### src/rtl/pe_pkg.sv
// rtl/pe_pkg.sv - shared types and constants for PE operand feeders
package pe_pkg;

    localparam int PE_DATA_W = 8;

    typedef enum logic [1:0] {
        IDLE  = 2'd0,
        RUN   = 2'd1,
        DRAIN = 2'd2
    } feeder_state_t;

endpackage

### src/rtl/pe_sync_fifo.sv
// rtl/pe_sync_fifo.sv - synchronous FIFO with wrap-bit pointers and registered full/empty
module pe_sync_fifo #(
    parameter int DATA_W = 16,
    parameter int DEPTH  = 4
) (
    input  logic              clk,
    input  logic              rst_n,
    input  logic              push,
    input  logic [DATA_W-1:0] wdata,
    input  logic              pop,
    output logic [DATA_W-1:0] rdata,
    output logic              full,
    output logic              empty
);

    localparam int AW = $clog2(DEPTH);

    logic [AW:0]       wptr_q, wptr_d;
    logic [AW:0]       rptr_q, rptr_d;
    logic              full_q, full_d;
    logic              empty_q, empty_d;
    logic              push_ok, pop_ok;
    logic [DATA_W-1:0] mem_q [DEPTH];

    assign push_ok = push & ~full_q;
    assign pop_ok  = pop & ~empty_q;
    assign rdata   = mem_q[rptr_q[AW-1:0]];
    assign full    = full_q;
    assign empty   = empty_q;

    // Next pointers and the flags they imply, so full/empty can be registered
    always_comb begin
        wptr_d  = wptr_q + {{AW{1'b0}}, push_ok};
        rptr_d  = rptr_q + {{AW{1'b0}}, pop_ok};
        empty_d = (wptr_d == rptr_d);
        full_d  = (wptr_d[AW] != rptr_d[AW]) && (wptr_d[AW-1:0] == rptr_d[AW-1:0]);
    end

    // Pointer and flag registers
    always_ff @(posedge clk or negedge rst_n) begin
        if (!rst_n) begin
            wptr_q  <= '0;
            rptr_q  <= '0;
            full_q  <= 1'b0;
            empty_q <= 1'b1;
        end else begin
            wptr_q  <= wptr_d;
            rptr_q  <= rptr_d;
            full_q  <= full_d;
            empty_q <= empty_d;
        end
    end

    // Storage array; contents need no reset since empty gates every read
    always_ff @(posedge clk) begin
        if (push_ok) begin
            mem_q[wptr_q[AW-1:0]] <= wdata;
        end
    end

endmodule

### src/rtl/pe_operand_feeder.sv
// rtl/pe_operand_feeder.sv - buffers operand pairs, issues a job to the mult PE and captures its products
module pe_operand_feeder
    import pe_pkg::*;
#(
    parameter int DATA_W = PE_DATA_W,
    parameter int DEPTH  = 4,
    parameter int CNT_W  = 8
) (
    input  logic              clk,
    input  logic              rst_n,
    input  logic              start,
    input  logic [CNT_W-1:0]  len,
    input  logic              in_valid,
    output logic              in_ready,
    input  logic [DATA_W-1:0] in_a,
    input  logic [DATA_W-1:0] in_b,
    output logic              pe_en,
    output logic [DATA_W-1:0] pe_a,
    output logic [DATA_W-1:0] pe_b,
    input  logic [DATA_W-1:0] pe_result,
    output logic              res_valid,
    output logic [DATA_W-1:0] res_data,
    output logic              busy,
    output logic              done
);

    feeder_state_t       state_q;
    logic [CNT_W-1:0]    len_q;
    logic [CNT_W-1:0]    issued_q;
    logic [1:0]          outst_q, outst_d;
    logic                pe_en_q, en_d1_q, en_d2_q;
    logic [DATA_W-1:0]   pe_a_q, pe_b_q, res_data_q;
    logic                busy_q, done_q;

    logic                fifo_full, fifo_empty;
    logic [2*DATA_W-1:0] fifo_rdata;
    logic                push, pop, capture;

    assign in_ready = ~fifo_full;
    assign push     = in_valid & ~fifo_full;
    assign pop      = (state_q == RUN) & ~fifo_empty & (issued_q < len_q);
    // en_d1 marks the cycle in which pe_result carries the product of an issued pair
    assign capture  = en_d1_q;

    pe_sync_fifo #(
        .DATA_W (2*DATA_W),
        .DEPTH  (DEPTH)
    ) u_fifo (
        .clk    (clk),
        .rst_n  (rst_n),
        .push   (push),
        .wdata  ({in_a, in_b}),
        .pop    (pop),
        .rdata  (fifo_rdata),
        .full   (fifo_full),
        .empty  (fifo_empty)
    );

    // Outstanding products: +1 on issue, -1 on capture, both allowed together
    always_comb begin
        outst_d = outst_q;
        case ({pop, capture})
            2'b10:   outst_d = outst_q + 2'd1;
            2'b01:   outst_d = outst_q - 2'd1;
            default: outst_d = outst_q;
        endcase
    end

    // Job FSM, issue path and result capture with registered outputs
    always_ff @(posedge clk or negedge rst_n) begin
        if (!rst_n) begin
            state_q    <= IDLE;
            len_q      <= '0;
            issued_q   <= '0;
            outst_q    <= '0;
            pe_en_q    <= 1'b0;
            pe_a_q     <= '0;
            pe_b_q     <= '0;
            en_d1_q    <= 1'b0;
            en_d2_q    <= 1'b0;
            res_data_q <= '0;
            busy_q     <= 1'b0;
            done_q     <= 1'b0;
        end else begin
            done_q  <= 1'b0;
            pe_en_q <= pop;
            en_d1_q <= pe_en_q;
            en_d2_q <= en_d1_q;
            outst_q <= outst_d;
            if (pop) begin
                pe_a_q   <= fifo_rdata[2*DATA_W-1:DATA_W];
                pe_b_q   <= fifo_rdata[DATA_W-1:0];
                issued_q <= issued_q + CNT_W'(1);
            end
            if (capture) begin
                res_data_q <= pe_result;
            end
            case (state_q)
                IDLE: begin
                    if (start) begin
                        if (len == '0) begin
                            done_q <= 1'b1;
                        end else begin
                            state_q  <= RUN;
                            len_q    <= len;
                            issued_q <= '0;
                            outst_q  <= '0;
                            busy_q   <= 1'b1;
                        end
                    end
                end
                RUN: begin
                    if (pop && (issued_q + CNT_W'(1) == len_q)) begin
                        state_q <= DRAIN;
                    end
                end
                DRAIN: begin
                    // done lines up with the last res_valid; busy drops one cycle later
                    if (outst_q == 2'd0) begin
                        state_q <= IDLE;
                        busy_q  <= 1'b0;
                    end else if (outst_d == 2'd0) begin
                        done_q <= 1'b1;
                    end
                end
                default: state_q <= IDLE;
            endcase
        end
    end

    assign pe_en     = pe_en_q;
    assign pe_a      = pe_a_q;
    assign pe_b      = pe_b_q;
    assign res_valid = en_d2_q;
    assign res_data  = res_data_q;
    assign busy      = busy_q;
    assign done      = done_q;

endmodule

### config.mk
export PLATFORM = sky130hd
export DESIGN_NAME = pe_operand_feeder
export DESIGN_NICKNAME = d
export VERILOG_FILES = /design/src/rtl/pe_pkg.sv /design/src/rtl/pe_sync_fifo.sv /design/src/rtl/pe_operand_feeder.sv
export SDC_FILE = /design/constraint.sdc
export NUM_CORES = 1
export LEC_CHECK = 0
export ABC_AREA = 1
export CORE_ASPECT_RATIO = 1.25
export CORE_MARGIN = 4
export CORE_UTILIZATION = 41
export CTS_BUF_LIST = sky130_fd_sc_hd__clkbuf_8
export CTS_CLUSTER_DIAMETER = 100
export DETAILED_ROUTE_END_ITERATION = 12
export SYNTH_ARGS = -nofsm -noshare
export SYNTH_HDL_FRONTEND = slang
export SYNTH_SLANG_ARGS = --single-unit
export TNS_END_PERCENT = 50
### constraint.sdc
create_clock -name clk -period 3 [get_ports clk]
set_input_delay 0.6 -clock clk [delete_from_list [all_inputs] [get_ports clk]]
set_output_delay 0.6 -clock clk [all_outputs]
set_load 0.1 [all_outputs]
==> results of run 1 <==
==> critical path, cell delays in order, from the launching register on <==
cell,delay [ns]
dfrtp_1,0.45
ha_1,0.33
nand2_1,0.06
inv_1,0.05
nand2_1,0.05
nand2_1,0.07
nand2_1,0.05
nand3_1,0.27
inv_1,0.11
ha_1,0.20
ha_1,0.19
xor2_1,0.22
xnor2_1,0.16
inv_1,0.05
nor2_1,0.08
==> sequential cells by signal, indices dropped and copies added (netlist names), 3 cells and up <==
| register | cells |
|---|---|
| u_fifo.mem_q | 64 |
| u_fifo.wptr_q | 3 |
| u_fifo.rptr_q | 3 |
| pe_b | 8 |
| res_data | 8 |
| issued_q | 8 |
| len_q | 8 |
| pe_a | 8 |
==> final timing paths <==
kind | endpoint | startpoint | slack [ns] | cells after the start
worst max register to register | u_fifo.empty | issued_q[3] | 0.62 | 14
worst max-delay path | u_fifo.empty | issued_q[3] | 0.62 | 14
min in group clk | capture | pe_en | 0.37 | 0
worst min register to register | capture | pe_en | 0.37 | 0
worst min-delay path | pe_b[6] | rst_n | 0.1 | 1
max in group asynchronous | issued_q[1] | rst_n | 2.21 | 2
==> cell families after synthesis <==
kind of cell | after synthesis | share of synthesized area [%]
simple gates | 181 | 14.8
flops | 121 | 65.6
mux | 8 | 1.77
xor+xnor | 7 | 1.20
buf+inv | 57 | 4.49
fa+ha+maj | 14 | 3.43
compound gates | 83 | 8.68
==> stage by stage <==
step | setup slack [ns] | utilization [%] | hold slack [ns] | cell area [µm²]
5_1_grt | 0.335 | 51.9 | 0.100 | 6310
3_3_place_gp | 0.647 | 48.4 | 0.362 | 5890
3_5_place_dp | 0.574 | 48.4 | 0.370 | 5890
4_1_cts | 0.576 | 51.9 | 0.0801 | 6310
2_1_floorplan | 0.216 | - | 0.304 | 5100
6_report | 0.624 | 51.9 | 0.0996 | 6310
==> metal layers <==
metal  vias up  share of wire (%)  wire length [µm]  track usage [%]
met5         -                  0                 0                0
met4         0                2.3               253             6.95
met3        20                3.2               345             3.71
met1      1707                 43              4690             19.9
li1       1750                  -                 -                -
met2        69                 51              5570             27.8
==> layout make-up <==
cell class              count  area, µm²  area share, %
clock buffers              17        234           3.71
clock inverters            14        183           2.90
inverters                  41        154           2.44
multi-input cells         293       1550           24.5
flip-flops and latches    121       3350           53.1
well taps                 164        205           3.25
repair buffers             74        638           10.1
==> placed cells by master, fill, tap and decap left out, drive strengths merged <==
cell type,synthesis,final
clkdlybuf4s50,0,34
nand3b,1,1
o21a,1,1
clkinvlp,0,2
xor2,3,3
clkbuf,9,17
clkinv,0,7
buf,7,40
xnor2,4,4
a31oi,2,2
inv,41,42
o21ai,53,53
nand2,102,102
ha,14,14
a21oi,10,10
nand4,2,2
o21bai,1,1
dfstp,1,1
o22ai,16,16
nor3,4,4
bufinv,0,4
dfrtp,56,56
nand3,18,18
mux2,8,8
edfxtp,64,64
nor2,53,53
nor4,1,1
==> Flow_metrics.wiki, run 1 <==
{| class="wikitable"
! Metric !! Value
|-
| Run status || complete, no violations
|-
| Worst skew pair latency || 0.42 ns
|-
| Total core area || 12200 µm²
|-
| Final critical-path share of the clock period || approximately four fifths
|-
| Chip Height || 133 µm
|-
| # port buffers || 64
|-
| Headroom to the max-slew limit || 38.2%
|-
| Slew Limit Fails || 0
|-
| Number of global-route vias before repair || roughly 3600
|-
| Yosys synthesis warning count || 0
|-
| Count of antenna-violating nets left after detailed routing || 0
|-
| Synth Cell Area || 5100 µm²
|-
| Global routing usage summed across all routing layers || 16.4%
|-
| Post-synthesis net count || 521
|-
| Netlist cell types || 29
|-
| Pin count of the biggest net entering global routing || 33
|-
| Cell total after placement || 693
|-
| Routed vias || approximately 3500
|-
| Routability congestion estimate || a little over 0.9
|-
| Detail Placement HPWL || 7370 µm
|-
| First-pass GRT wire length || 18100 µm
|-
| Critical path endpoint category || register
|-
| 1st-iter DRT viols || 159
|-
| Reported max-cap violation count || 0
|-
| Total Nets Final || 598
|-
| Number of setup violations in the final report || 0
|-
| Via-per-instance ratio || 4.90
|-
| Clock skew || 0.0118 ns
|-
| Number of clock buffers inserted by TritonCTS || 17
|-
| Required time worst endpoint || 3.36 ns
|-
| Slew at the pin closest to its max-slew limit || 0.926 ns
|-
| Final count of hold timing violations || 0
|-
| Non-Filler Instances || 724
|-
| Ranking of synthesized cells by instance count || 101 x nand2_1, 64 x edfxtp_1, 56 x dfrtp_1
|-
| Number of synthesized register bits || 121
|-
| Initial standard-cell utilization of the core || 42.0%
|-
| Cell type with the largest total area after synthesis || edfxtp_1
|-
| Number of levels the H-tree was split into || 4
|-
| Largest driver fanout on the critical path || 9
|-
| Post-synth EDFFs || 64
|-
| TritonCTS clock tree || built
|-
| Dominant cell by count in the synthesized netlist || nand2_1
|-
| Total of hold buffers inserted after clock tree synthesis || 0
|-
| # IOs || 65
|-
| Setup Fix Bufs, Post-CTS || 0
|-
| Type of the most critical hold path || input port to asynchronous set/reset pin
|-
| Seq/Total Area, Yosys || approximately 66%
|-
| Avg Cell Area, Syn || 10.8 µm²
|-
| Growth of design area from synthesis to finish || 23.6%
|-
| GRT Residual Overflow || 0
|-
| Aggregate routed wire length || 10900 µm
|-
| # resized after CTS || 0
|-
| Unrepaired setup endpoints after global routing || false
|-
| Biggest area contributors in the synthesized netlist || edfxtp_1 38%, dfrtp_1 27%, nand2_1 7.4%, o21ai_0 5.1%, nor2_1 3.6%
|-
| Root cell of the clock tree || clkbuf_8
|-
| Post-synthesis instance total || ~470
|-
| Share of layout cells above drive strength 1 || 15.9%
|-
| Aggregate negative setup slack || 0 ns
|-
| Post-route DRC violation count || 0
|-
| Number of sinks handled by clock tree synthesis || around 120
|-
| Maximum number of buffers from clock root to sink || 2
|-
| Maximum operating frequency || 421 MHz
|-
| Clock transition at path regs || roughly 0.070 ns
|-
| Post-layout min period || ~2.4 ns
|-
| Filler Cells Inserted || between 1000 and 1500
|-
| First-pass iteration count of the detailed router || 4
|-
| Worst Setup Start Kind || register
|-
| Number of core rows || 45
|-
| Async set or reset register ratio after synthesis || 47.1%
|-
| Die boundary width || 108 µm
|-
| Dominant synthesized flop cell || edfxtp_1
|-
| DIE AREA || 14300 µm²
|-
| Arrival time worst endpoint || 2.73 ns
|-
| Routed WL per cell || 15.0 µm
|-
| Area share of the leading cell type in the synthesized netlist || a little under two fifths
|-
| Number of antenna cells inserted || 0
|-
| Kind of critical path || register to register
|-
| Initial antenna violation count || 0
|}
Power of run 1 is left out: the tool's default activity adds up to more than one toggle a clock period on the data nets, which glitch-free logic cannot reach.
==> run 2: changes to the inputs <==
Clock period 3 ns to 2.38 ns, I/O delays scaled along.
==> run 2 against run 1 <==
Effect of this change:
- core utilization is 0.65 points higher
- clock-buffer cell count is 1 higher
- register-to-register slack worse by 0.45 ns
- routed wire length is 3.6% higher
- critical path depth is 2 lower
- worst hold slack worse by 0.039 ns
- critical endpoint unchanged
==> Flow_metrics.wiki, run 2 (synthesized netlist as in run 1, its figures left out) <==
{| class="wikitable"
! Metric !! Value
|-
| Arrival time worst endpoint || 2.56 ns
|-
| Number of clock buffers inserted by TritonCTS || 17
|-
| Unrepaired setup endpoints after global routing || false
|-
| Via-per-instance ratio || 4.94
|-
| Destination of the worst register-to-register timing path || u_fifo.empty
|-
| Cell mode on critical path || ha_1
|-
| First-pass iteration count of the detailed router || 4
|-
| Maximum operating frequency || 454 MHz
|-
| Leading cell type in the layout, fill and taps excluded || nand2_1
|-
| Post-route DRC violation count || 0
|-
| CP Buf/Inv Count || 3
|-
| # IOs || 65
|-
| Reg2Reg Depth || 12
|-
| Number of antenna cells inserted || 0
|-
| Critical path endpoint category || register
|-
| # port buffers || 64
|-
| Final count of hold timing violations || 0
|-
| Routed vias || 3613
|-
| Growth of design area from synthesis to finish || 25.2%
|-
| Initial antenna violation count || 0
|-
| Commonest cells after routing, fill and taps aside || 101 x nand2_1, 64 x edfxtp_1, 55 x dfrtp_1
|-
| Clock skew || 0.0118 ns
|-
| Kind of critical path || register to register
|-
| Root cell of the clock tree || clkbuf_8
|-
| Pre-CTS setup slack || 0.150 ns
|-
| Top cell family by delay on the critical path || adder cells
|-
| Initial standard-cell utilization of the core || a little over two fifths
|-
| Number of sinks handled by clock tree synthesis || 121
|-
| Number of setup violations in the final report || 0
|-
| Slew at the pin closest to its max-slew limit || 0.945 ns
|-
| GRT Residual Overflow || 0
|-
| Slew Limit Fails || 0
|-
| Maximum number of buffers from clock root to sink || 2
|-
| Worst skew pair latency || 0.42 ns
|-
| Largest driver fanout on the critical path || 4
|-
| Flip-flop count of the largest register, all copies and words added || 64
|-
| Stage delay of the slowest cell on the critical path || 0.35 ns
|-
| Number of global-route vias before repair || about 3800
|-
| Run status || complete, no violations
|-
| Die boundary width || approximately 110 µm
|-
| Global routing usage summed across all routing layers || 16.8%
|-
| Required time worst endpoint || 2.74 ns
|-
| Number of core rows || 45
|-
| Headroom to the max-slew limit || between 30% and 40%
|-
| Type of the most critical hold path || input port to asynchronous set/reset pin
|-
| Startpoint of the most critical setup path || len_q[5]
|-
| Count of antenna-violating nets left after detailed routing || 0
|-
| Number of stages on the worst setup path || 12
|-
| Aggregate routed wire length || 11300 µm
|-
| Number of levels the H-tree was split into || 4
|-
| Critical Path Sink || u_fifo.empty
|-
| Slowest cell on the critical path || dfrtp_1
|-
| TritonCTS clock tree || built
|-
| Beginning of the worst register-to-register path || len_q[5]
|-
| DIE AREA || 14300 µm²
|-
| Clock transition at path regs || 0.07 ns
|-
| Total Nets Final || 605
|-
| Worst Setup Start Kind || register
|-
| Total of hold buffers inserted after clock tree synthesis || 0
|-
| Routed WL per cell || 15.4 µm
|-
| Reg-to-reg setup timing slack || 0.18 ns
|-
| Post-layout min period || 2.20 ns
|-
| Reported max-cap violation count || 0
|-
| Chip Height || 133 µm
|-
| Routability congestion estimate || between 0.8 and 0.9
|-
| Detail Placement HPWL || 7600 µm
|-
| Final core utilization || 52.5%
|-
| 1st-iter DRT viols || 153
|-
| Final worst slack || 0.177 ns
|-
| Final critical-path share of the clock period || 92.6%
|-
| Cells along the critical path || inv_1 > ha_1 > a21oi_2 > o21a_1 > nand3_2 > inv_2 > ha_1 > ha_1 > xor2_2 > xnor2_2 > inv_1 > nor2_1
|-
| Share of layout cells above drive strength 1 || 18.7%
|-
| First-pass GRT wire length || 18600 µm
|-
| Total core area || 12200 µm²
|-
| Pin count of the biggest net entering global routing || 33
|}
==> run 2: area by class of cell <==
class                      count  area [µm²]
timing repair buffer          81         691
fill                        1129        5770
sequential                   121        3350
inverter                      41         154
tap                          164         205
clock inverter                14         158
multi-input combinational    293        1580
clock buffer                  18         248
==> run 2: worst min path at each step <==
stage | from | endpoint | cells past startpoint
after global routing | rst_n | issued_q[5] | 1
final | rst_n | len_q[6] | 1
after CTS | rst_n | issued_q[6] | 1
after floorplan | rst_n | busy | 0
after detailed placement | pe_en | capture | 0
after global placement | pe_en | capture | 0
==> run 2: what timing repair did <==
action | 4_1_cts | 5_1_grt
buffers inserted | 0 | 1
resized for setup | 0 | 8
setup endpoints to repair | 0 | 4
==> run 2: routing by layer <==
metal	share of wire, %	routed length (µm)	vias up	GRT usage [%]
met4	2.1	231	0	7.02
met2	52	5880	75	29.2
met3	4.1	459	21	4.29
met1	42	4690	1746	19.5
met5	0	0	-	0
li1	-	-	1771	-
==> run 2: per-stage QoR <==
step	instances	setup TNS (ns)	hold slack (ns)	instance area, µm²
after global routing	732	0	0.0789	6390
after CTS	731	0	0.0466	6340
final	732	0	0.0607	6390
after floorplan	471	-25.87	0.180	5100
after global placement	699	0	0.362	5940
after detailed placement	699	0	0.367	5940
Power of run 2 is left out for the same reason.
==> RTL change: new RTL, settings of run 1 <==
`DEPTH` is set to 4 in 2 places; all go to 2.
--- a/src/rtl/pe_sync_fifo.sv
+++ b/src/rtl/pe_sync_fifo.sv
@@ -1,7 +1,7 @@
 // rtl/pe_sync_fifo.sv - synchronous FIFO with wrap-bit pointers and registered full/empty
 module pe_sync_fifo #(
     parameter int DATA_W = 16,
-    parameter int DEPTH  = 4
+    parameter int DEPTH  = 2
 ) (
     input  logic              clk,
     input  logic              rst_n,
--- a/src/rtl/pe_operand_feeder.sv
+++ b/src/rtl/pe_operand_feeder.sv
@@ -3,7 +3,7 @@
     import pe_pkg::*;
 #(
     parameter int DATA_W = PE_DATA_W,
-    parameter int DEPTH  = 4,
+    parameter int DEPTH  = 2,
     parameter int CNT_W  = 8
 ) (
     input  logic              clk,
Behaviour: not the same (Yosys sat finds a counterexample within 4 cycles, from zero or initial values and one cycle with rst_n low).
==> RTL change against run 1 <==
Sequential cell count shrank 34. Count of clock-buffer cells in the layout shrank 8. Die area shrank 24%. Critical path depth shrank 4. Clock skew shrank 4.5 ps. Synthesized area shrank 26%. Setup slack gained 180 ps. Final area shrank 25%. Non-clock buffer count shrank 4. Core utilization grew 1.5 points. Routed wire length shrank 29%.
Power is not shown: default switching activity piles up to over one toggle a cycle in this logic, so the estimate is an artifact.
==> RTL change: results <==
[critical_path]
reg2regPathDepth = 10
r2r_slack_ps = 800
arrival_ps = 2430
cp_slowest_cell = "dfrtp_1"
slowest_delay_ps = 480
timing.rr.end = "done"
cp_max_fo = 7

[cells_and_area]
largest_register_ffs = 32
fill_cells = 854
finalNonFillerCells = 570
drive_gt1_share_pct = 15.1
nets = 494

[yosys]
ys_warn_count = 0
synthTopCellsByArea = "dfrtp_1 36%, edfxtp_1 25%, nand2_1 8.1%"
synth-edff-count = 32
synth_flop_cell = "dfrtp_1"
synth_common_cells = "82 x nand2_1, 54 x dfrtp_1, 53 x inv_1"
synthArstFlopShare_pct = 63.2
synthesis.nets = 423
seq_area_frac_synth_pct = 61.7
avgSynthCellArea_um2 = 10.1

[clock_network]
clk_pin_slew_worst_paths_ps = 90
postCtsResizedCells = 0
worstSkewPairLatency_ps = 350
numCtsBuffers = 9
cts_buffer_depth = 2
htreeDepth = 3

[placement]
gp_congestion = 0.871
dp_hpwl_um = 5660
dpl_cell_area_um2 = 4500
dp_cells = 554

[global_route]
grt_pass1_vias = 2735
grt_pass1_wl_um = 12900
antenna_found_initial = 0
grt_max_degree = 45
grtUsageTotal_pct = 15.5

[run_status]
status = "finished clean"

[routing]
drtIter0Drc = 100
dr.pass1.iters = 4
viasPerCell = 4.70
wirelength_um = 7690

[timing]
relSlewSlack_pct = 54.3
clock_skew_ps = 7.26
maxSlewViolCount = 0
RTL change: changes by cell type in the layout (fill, tap and decap cells not counted), sizes merged, moves of 8 or more:
cell and delta:
nand2 -19, inv +13, clkbuf -8, edfxtp -32, o22ai -16, nor2 -31
RTL change: stage by stage:
| step | util [%] | setup WS (ps) | hold WS (ps) |
|---|---|---|---|
| after floorplan | - | 843 | 304 |
| after CTS | 53.4 | 784 | 292 |
| after global routing | 53.4 | 581 | 340 |
| after detailed placement | 50.9 | 731 | 366 |
| after global placement | 50.9 | 748 | 362 |
| final | 53.4 | 800 | 284 |
RTL change: final cells by class:
class | count | area, um2 | share of cell area [%]
inverter | 55 | 206 | 4.37
clock buffer | 9 | 124 | 2.62
sequential | 87 | 2340 | 49.5
multi-input combinational | 222 | 1190 | 25.3
clock inverter | 7 | 97.6 | 2.07
timing repair buffer | 70 | 608 | 12.9
tap | 120 | 150 | 3.18
RTL change: per-layer routing:
layer | up-vias | GRT usage, % | share of wire, %
met5 | - | 0 | 0
met4 | 0 | 5.97 | 1.4
met3 | 8 | 2.79 | 3.5
met2 | 48 | 28.8 | 53
met1 | 1264 | 17.6 | 42
li1 | 1361 | - | -
RTL change: worst max-delay path by stage:
stage	start	end	cells past startpoint
2_1_floorplan	issued_q[3]	done	11
3_3_place_gp	in_valid	u_fifo.empty	8
3_5_place_dp	in_valid	u_fifo.empty	8
4_1_cts	issued_q[3]	done	10
5_1_grt	issued_q[3]	done	12
6_report	issued_q[3]	done	10
RTL change: cell families (layout without fill, tap and decap cells):
family	after synthesis	after routing	share of synthesized area, %
and+or+nand+nor	127	127	14.3
DFF	87	87	61.7
AOI/OAI and AO/OA	68	68	9.14
buffers and inverters	65	141	6.80
adders and majority gates	13	13	4.29
muxes	8	8	2.38
xor gates and xnor gates	6	6	1.39
